<file path="config.mk">
export PLATFORM = sky130hd
export DESIGN_NAME = mem_bus_arbiter
export DESIGN_NICKNAME = d
export VERILOG_FILES = /design/src/rtl/mem_bus_arbiter_pkg.sv /design/src/rtl/mem_bus_arb_pick.sv /design/src/rtl/mem_bus_arbiter.sv
export SDC_FILE = /design/constraint.sdc
export NUM_CORES = 1
export LEC_CHECK = 0
export ABC_CLOCK_PERIOD_IN_PS = 3500
export BUFFER_PORTS_ARGS = -buffer_cell sky130_fd_sc_hd__buf_4
export CAP_MARGIN = 20
export CORE_AREA = 3 3 82 84
export DETAILED_ROUTE_END_ITERATION = 10
export DIE_AREA = 0 0 85 87
export PLACE_DENSITY = 0.67
export SLEW_MARGIN = 20
export SYNTH_ARGS = -nofsm -noshare
export SYNTH_HDL_FRONTEND = slang
export SYNTH_SLANG_ARGS = --single-unit
</file>
<file path="constraint.sdc">
create_clock -name clk -period 3.5 [get_ports clk]
set_clock_uncertainty 0.15 [all_clocks]
set_input_delay 0.175 -clock clk [delete_from_list [all_inputs] [get_ports clk]]
set_output_delay 0.175 -clock clk [all_outputs]
set_load 0.01 [all_outputs]
</file>
<file path="src/rtl/mem_bus_arbiter_pkg.sv">
// Shared types for the ibus/dbus memory port arbiter: FSM states and master ids.
package mem_bus_arbiter_pkg;

  typedef enum logic [1:0] {
    IDLE = 2'd0,
    IRD  = 2'd1,
    DRD  = 2'd2
  } arb_state_e;

  typedef enum logic {
    GNT_IBUS = 1'b0,
    GNT_DBUS = 1'b1
  } gnt_e;

endpackage

</file>
<file path="src/rtl/mem_bus_arb_pick.sv">
// Combinational grant selection for mem_bus_arbiter: lock, fixed priority or round robin.
// Round robin between simultaneous requesters is enabled by MEM_BUS_ARB_RR_EN.
module mem_bus_arb_pick
  import mem_bus_arbiter_pkg::*;
(
  input  logic ibus_req,
  input  logic dbus_req,
  input  logic lock_valid,
  input  gnt_e lock_gnt,
`ifdef MEM_BUS_ARB_RR_EN
  input  gnt_e last_grant,
`endif
  output logic gnt_valid,
  output gnt_e gnt
);

  always_comb begin
    gnt_valid = 1'b0;
    gnt       = GNT_IBUS;
    if (lock_valid) begin
      // A stalled handshake keeps its master; if that master gave up, nobody is granted.
      gnt       = lock_gnt;
      gnt_valid = (lock_gnt == GNT_DBUS) ? dbus_req : ibus_req;
    end else if (dbus_req && ibus_req) begin
      gnt_valid = 1'b1;
`ifdef MEM_BUS_ARB_RR_EN
      gnt = (last_grant == GNT_DBUS) ? GNT_IBUS : GNT_DBUS;
`else
      gnt = GNT_DBUS;
`endif
    end else if (dbus_req) begin
      gnt_valid = 1'b1;
      gnt       = GNT_DBUS;
    end else if (ibus_req) begin
      gnt_valid = 1'b1;
      gnt       = GNT_IBUS;
    end
  end

endmodule

</file>
<file path="src/rtl/mem_bus_arbiter.sv">
// Shares one memory port between instruction fetch (ibus) and the LSU (dbus), one read in flight.
// Optional round-robin arbitration: define MEM_BUS_ARB_RR_EN.
module mem_bus_arbiter
  import mem_bus_arbiter_pkg::*;
#(
  parameter int AW = 32,
  parameter int DW = 32
) (
  input  logic            clk,
  input  logic            rst_b,
  input  logic            ibus_read,
  input  logic [AW-1:0]   ibus_address,
  output logic            ibus_waitrequest,
  output logic            ibus_readdatavalid,
  input  logic            dbus_read,
  input  logic            dbus_write,
  input  logic [AW-1:0]   dbus_address,
  input  logic [DW-1:0]   dbus_writedata,
  input  logic [DW/8-1:0] dbus_byteenable,
  output logic            dbus_waitrequest,
  output logic            dbus_readdatavalid,
  output logic            mem_read,
  output logic            mem_write,
  output logic [AW-1:0]   mem_address,
  output logic [DW-1:0]   mem_writedata,
  output logic [DW/8-1:0] mem_byteenable,
  input  logic            mem_waitrequest,
  input  logic [DW-1:0]   mem_readdata,
  input  logic            mem_readdatavalid
);

  arb_state_e state_reg, state_next;
  logic       lock_reg, lock_next;
  gnt_e       lock_gnt_reg, lock_gnt_next;
`ifdef MEM_BUS_ARB_RR_EN
  gnt_e       last_grant_reg, last_grant_next;
`endif
  logic       idle;
  logic       gnt_valid;
  gnt_e       gnt;
  logic       is_read;
  logic       unused_readdata;

  // Read data reaches the masters directly; only its valid strobe is routed here.
  assign unused_readdata = ^mem_readdata;

  // Gating with rst_b keeps the memory strobes quiet while reset is held.
  assign idle = rst_b && (state_reg == IDLE);

  mem_bus_arb_pick u_pick (
    .ibus_req   (idle && ibus_read),
    .dbus_req   (idle && (dbus_read || dbus_write)),
    .lock_valid (lock_reg),
    .lock_gnt   (lock_gnt_reg),
`ifdef MEM_BUS_ARB_RR_EN
    .last_grant (last_grant_reg),
`endif
    .gnt_valid  (gnt_valid),
    .gnt        (gnt)
  );

  always_ff @(posedge clk or negedge rst_b) begin
    if (!rst_b) begin
      state_reg      <= IDLE;
      lock_reg       <= 1'b0;
      lock_gnt_reg   <= GNT_IBUS;
`ifdef MEM_BUS_ARB_RR_EN
      last_grant_reg <= GNT_IBUS;
`endif
    end else begin
      state_reg      <= state_next;
      lock_reg       <= lock_next;
      lock_gnt_reg   <= lock_gnt_next;
`ifdef MEM_BUS_ARB_RR_EN
      last_grant_reg <= last_grant_next;
`endif
    end
  end

  always_comb begin
    state_next         = state_reg;
    lock_next          = lock_reg;
    lock_gnt_next      = lock_gnt_reg;
`ifdef MEM_BUS_ARB_RR_EN
    last_grant_next    = last_grant_reg;
`endif
    is_read            = 1'b0;
    mem_read           = 1'b0;
    mem_write          = 1'b0;
    mem_address        = '0;
    mem_writedata      = '0;
    mem_byteenable     = '1;
    ibus_waitrequest   = 1'b1;
    dbus_waitrequest   = 1'b1;
    ibus_readdatavalid = 1'b0;
    dbus_readdatavalid = 1'b0;

    case (state_reg)
      IDLE: begin
        if (gnt_valid) begin
          if (gnt == GNT_DBUS) begin
            // A simultaneous read+write is treated as a write.
            mem_write        = dbus_write;
            mem_read         = dbus_read && !dbus_write;
            mem_address      = dbus_address;
            mem_writedata    = dbus_writedata;
            mem_byteenable   = dbus_byteenable;
            dbus_waitrequest = mem_waitrequest;
            is_read          = !dbus_write;
          end else begin
            mem_read         = 1'b1;
            mem_address      = ibus_address;
            ibus_waitrequest = mem_waitrequest;
            is_read          = 1'b1;
          end
          if (mem_waitrequest) begin
            lock_next     = 1'b1;
            lock_gnt_next = gnt;
          end else begin
            lock_next = 1'b0;
`ifdef MEM_BUS_ARB_RR_EN
            last_grant_next = gnt;
`endif
            if (is_read) state_next = (gnt == GNT_DBUS) ? DRD : IRD;
          end
        end else begin
          lock_next = 1'b0;
        end
      end
      IRD: begin
        if (mem_readdatavalid) begin
          ibus_readdatavalid = 1'b1;
          state_next         = IDLE;
        end
      end
      DRD: begin
        if (mem_readdatavalid) begin
          dbus_readdatavalid = 1'b1;
          state_next         = IDLE;
        end
      end
      default: state_next = IDLE;
    endcase
  end

endmodule

</file>
Yosys cells after proc, flatten, opt, wreduce, memory -nomap -nowiden

Cells that the tools add are included.

Equal/unequal tests: 6
Multiplexer cells: 43
Reductions and logical operators: 11

Operators with widths:

| kind                                                  | number |
|---|---|
| two-way mux 32 bit                                    | 6 |
| two-way mux 1 bit                                     | 28 |
| two-way mux 4 bit                                     | 3 |
| two-way mux 2 bit                                     | 5 |
| logical AND 1 bit                                     | 5 |
| inequality test 2 x 1 -> 1 bit, second input constant | 2 |
| inequality test 2 bit, second input constant          | 2 |
| one-hot mux 2 bit (2 select lines)                    | 1 |
| AND reduction 4 bit                                   | 1 |
| AND reduction 3 bit                                   | 1 |
| equality test 2 x 1 -> 1 bit, second input constant   | 1 |
| equality test 2 bit, second input constant            | 1 |
| zero test 2 bit                                       | 1 |
| OR reduction 2 bit                                    | 1 |
| zero test 1 bit                                       | 1 |
| logical OR 1 bit                                      | 1 |

Register bits after elaboration: 4
Input port bits: 139
Output and inout port bits: 74
Logic and storage cells: 63

Depth between registers and ports, before layout

Word-level depth: 13
Mapped depth: 9
Gate-level depth less buffers: 6

By module

A second synthesis with hierarchy kept.

Cell total of the unflattened synthesis: 151
Area total of the unflattened synthesis: 1,066.0 um2

By module, submodules not included:

| module           | instances | cells an instance | area an instance (um2) | seq. area each (um2) |
|---|---|---|---|---|
| mem_bus_arbiter  | 1         | 147               | 1,034.7                | 100.1 |
| mem_bus_arb_pick | 1         | 4                 | 31.3                   | 0.0 |

Least setup slack after synthesis

No wires, ideal clock.

Path kind: register to output
Start point: reg state_reg[0]
End point: out mem_address[13]
Arrival: 1.611 ns
Required time: 3.175 ns
Slack: 1.564 ns
Cell stages (with the launch flop): 10
Buffers on the path: 3
Cell sequence: dfrtp_1 > inv_1 > ha_1 > o211a_1 > buf_6 > a21bo_1 > buf_6 > buf_4 > nand2_1 > a21oi_1

Cells in the longest elaborated chain, start to end: 9
Elaborated cells on any way between the ends: 16
Classes of those cells: mux: 11; reduce/logical: 5

Ends and longest elaborated chain:

| item                                                    | line                                           | source |
|---|---|---|
| start, declared                                         | mem_bus_arbiter.sv:32                          | `arb_state_e state_reg, state_next;` |
| start signal, assigned                                  | mem_bus_arbiter.sv:71                          | `state_reg <= state_next;` |
| zero test 2 bit (*)                                     | mem_bus_arbiter.sv:48, mem_bus_arbiter.sv:98   |  |
| logical AND 1 bit                                       | mem_bus_arbiter.sv:48                          | `assign idle = rst_b && (state_reg == IDLE);` |
| logical AND 1 bit (on tied branches)                    | mem_bus_arbiter.sv:52, mem_bus_arbiter.sv:51   |  |
| two-way mux 1 bit (tied with other cells)               | mem_bus_arb_pick.sv:31                         | `end else if (dbus_req) begin` |
| two-way mux 1 bit (on tied branches)                    | mem_bus_arb_pick.sv:24, mem_bus_arb_pick.sv:31 |  |
| two-way mux 1 bit (on tied branches)                    | mem_bus_arb_pick.sv:20, mem_bus_arb_pick.sv:24 |  |
| two-way mux 32 bit or two-way mux 1 bit (tied branches) | mem_bus_arbiter.sv:101, mem_bus_arb_pick.sv:20 |  |
| two-way mux 32 bit                                      | mem_bus_arbiter.sv:100                         | `if (gnt_valid) begin` |
| two-way mux 32 bit (*)                                  | mem_bus_arbiter.sv:98                          | `case (state_reg)` |
| end, declared                                           | mem_bus_arbiter.sv:24                          | `output logic [AW-1:0] mem_address,` |

Mark *: on every way between the ends. The rest lies on a longest branch, timed or not.

Worst setup path in the final report

Start point: reg state_reg[0]
End point: out mem_address[22]

Same word-level chain as after synthesis.

==> flow_summary.toml <==
[run_status]
status = "finished, final reports clean"

[yosys]
seq_area_frac_synth = 0.0905
synth_ff_type = "dfrtp_1"
postSynthCellCount = 189
synth_edf_count = 0
avgSynthCellArea_sq_um = 5.85
ys_ff_latch = 4
yosys.cell_types.count = 29
async_flop_share = 1.00
syn_nets = 331
netlist_area_sq_um = 1110
yosys_warnings = 0

[setup_path]
required_ps = 3170
critical_path_buf_inv_count = 4
arrival_ps = 2400
crit_path_top_delay_cell = "dfrtp_1"
critical_path.max_stage_delay_ps = 380
path_delay_family = "buffers and inverters"
ff2ff_path_depth = 6
cp_num_cells = 9
crit_top_cell = "buf_4"
startpoint_type = "register"
critPathMaxFanout = 35
worst_setup_path_end_kind = "primary output"
worstSetupPathType = "register to primary output"
path_cells = "inv_1 -> ha_1 -> o211a_1 -> buf_4 -> a21bo_1 -> buf_4 -> nand2_1 -> a21oi_1 -> buf_4"

[die]
core_area_sq_um = 5990
row_count = 28
die_h_um = 87
dieArea_sq_um = 7400
io-pin-count = 213
start_util = 0.185
die_w_um = 85

[power]
power_leakage_nw = 1.51
switching_share = 0.484
p_int_mw = 0.653
finalPower_mw = 1.27
power_frac_comb = 0.860
p_seq_frac = 0.062
power_density_nw_per_um2 = 499
pwr-share-clk = 0.078
vdd_ir_drop_max_uv = 381
switchingPower_mw = 0.613

[routing]
drt_iter0_markers = 44
routed_wl_um = 5610
wl_met1_um = 2160
viasPerCell = 4.35
route.met3.wl_um = 705
route.detailed.drc = 0
firstDrtPassIters = 4
top_layer = "met4"
route.met2.wl_um = 2710
routedWlPerCell_um = 12.9
antenna_left = 0
vias = 1892

[grt]
grt_pass1_vias = 1785
grt_max_degree = 41
grt.overflow.total = 0
grt.total_usage = 0.132
antenna_found_initial = 0
grt_pass1_wl_um = 8340

[place]
globalplace.congestion = 0.758
post_dp_cell_area_sq_um = 2490
io_buffers = 180
dpl.hpwl_um = 4440

[clock_network]
cts_made_buffers = 3
cts_max_path_buffers = 2
clock_sink_count = 4
htree_levels = 1
cts_tree = "built"
clkTransAtPathRegs_ps = 30
cts_setup_buffers = 0
cts-root-buf = "clkbuf_8"
clock_latency_ps = 220

[timing]
grt_setup_unrepaired = "false"
worst_slew_pin_slew_ps = 990
slew_headroom = 0.340
tns_ps = 0
min_period_ps = 2730
slew_violations = 0
fmax_ghz = 0.367
hold_ws_ps = 145
finalSetupViolCount = 0
fin_crit_sh = 0.779
finalHoldViolations = 0

[finish]
largest_register_ffs = 2
syn_to_final_growth_pct = 129
post-route-util = 0.424
final_cell_area_sq_um = 2540
antenna_cells = 0
fin_nets = 504
drive_gt1_frac = 0.536
final.fill_count = 616

[hold_path]
min_path_type = "primary input to register"
min_path_cells = 3

[job]
cap_violations = 0
==> per-stage QoR <==
step | std cells | setup WS, ps
2_1_floorplan | 189 | 1560
3_3_place_gp | 431 | 1020
3_5_place_dp | 431 | 965
4_1_cts | 435 | 745
5_1_grt | 435 | 569
6_report | 435 | 773
==> layout make-up <==
| type | count | area, sq um | area share |
|---|---|---|---|
| Inverter | 4 | 15.0 | 0.00592 |
| Clock buffer | 3 | 41.3 | 0.0163 |
| Tap cell | 75 | 93.8 | 0.0370 |
| Multi-Input combinational cell | 163 | 876 | 0.345 |
| Timing Repair Buffer | 186 | 1410 | 0.556 |
| Sequential cell | 4 | 100 | 0.0394 |
==> synthesized netlist by cell type (all sizes together), types with 2 or more instances <==
library cell,number,share of area
nand2,66,0.22
a21oi,33,0.15
and3,33,0.19
buf,12,0.084
clkbuf,6,0.020
nand2b,6,0.034
dfrtp,4,0.091
inv,4,0.014
nor2,4,0.014
and2,3,0.017
ha,3,0.034
o31ai,2,0.018
==> metal layers <==
| layer | vias up | global-route usage |
|---|---|---|
| li1 | 977 | - |
| met1 | 811 | 0.155 |
| met2 | 100 | 0.239 |
| met3 | 4 | 0.0445 |
| met4 | 0 | 0.0201 |
| met5 | - | 0 |
==> cells in the final DEF (no fill, tap or decap) <==
cell type,Yosys,final
and2_1,3,3
a21oi_1,32,32
or3_1,1,1
inv_1,4,4
nand2_1,66,66
dlygate4sd3_1,0,1
mux2_2,1,1
a21oi_2,1,1
nand3_1,1,1
o22ai_1,1,1
a22oi_4,1,1
o211a_1,1,1
nand2b_1,6,6
dfrtp_1,4,4
a21bo_1,1,1
clkbuf_8,0,3
a21boi_4,1,1
buf_4,8,184
nand3b_1,1,1
nor2b_1,1,1
o31ai_1,1,1
o21ai_0,1,1
and3b_1,1,1
ha_1,3,3
nor2_1,4,4
o31ai_2,1,1
and3_1,33,33
o21a_1,1,1
buf_12,0,1
==> worst reg2reg max path: stages, from the launching register on <==
cell	delay, ps
dfrtp_1	350
inv_1	90
ha_1	260
o211a_1	190
a22oi_4	810
and3b_1	300
o21a_1	200
==> power by group through the flow <==
stage | sequential [mW] | clock, mW | combinational [mW]
global placement | 0.0783 | 0 | 1.09
detailed placement | 0.0793 | 0 | 1.10
CTS | 0.0786 | 0.102 | 1.11
floorplan | 0.0758 | 0 | 0.635
global route | 0.0821 | 0.105 | 1.21
finish | 0.0783 | 0.0990 | 1.09
==> timing repair <==
action                                 4_1_cts  5_1_grt
hold buffers                                 1        0
endpoints found under the hold margin        4        0
resized for setup                            0        0
==> worst paths after layout <==
path / start / endpoint / slack [ps]
setup / recovery: state_reg[0]$_DFFE_PN0P_ / mem_address[22] / 770
hold / removal: mem_waitrequest / lock_reg$_DFFE_PN0P_ / 140
setup reg to reg: state_reg[0]$_DFFE_PN0P_ / state_reg[1]$_DFFE_PN0P_ / 1050
hold reg to reg: lock_gnt_reg$_DFFE_PN0P_ / lock_gnt_reg$_DFFE_PN0P_ / 400
max in group asynchronous: rst_b / lock_reg$_DFFE_PN0P_ / 2930
min in group asynchronous: rst_b / state_reg[1]$_DFFE_PN0P_ / 150
==> logic make-up after synthesis <==
group / synth area share
buf+inv: 0.118
compound gates: 0.242
simple gates: 0.506
mux: 0.0102
flops: 0.0905
fa+ha+maj: 0.0339
No activity file was read; power rests on OpenSTA's default activity.
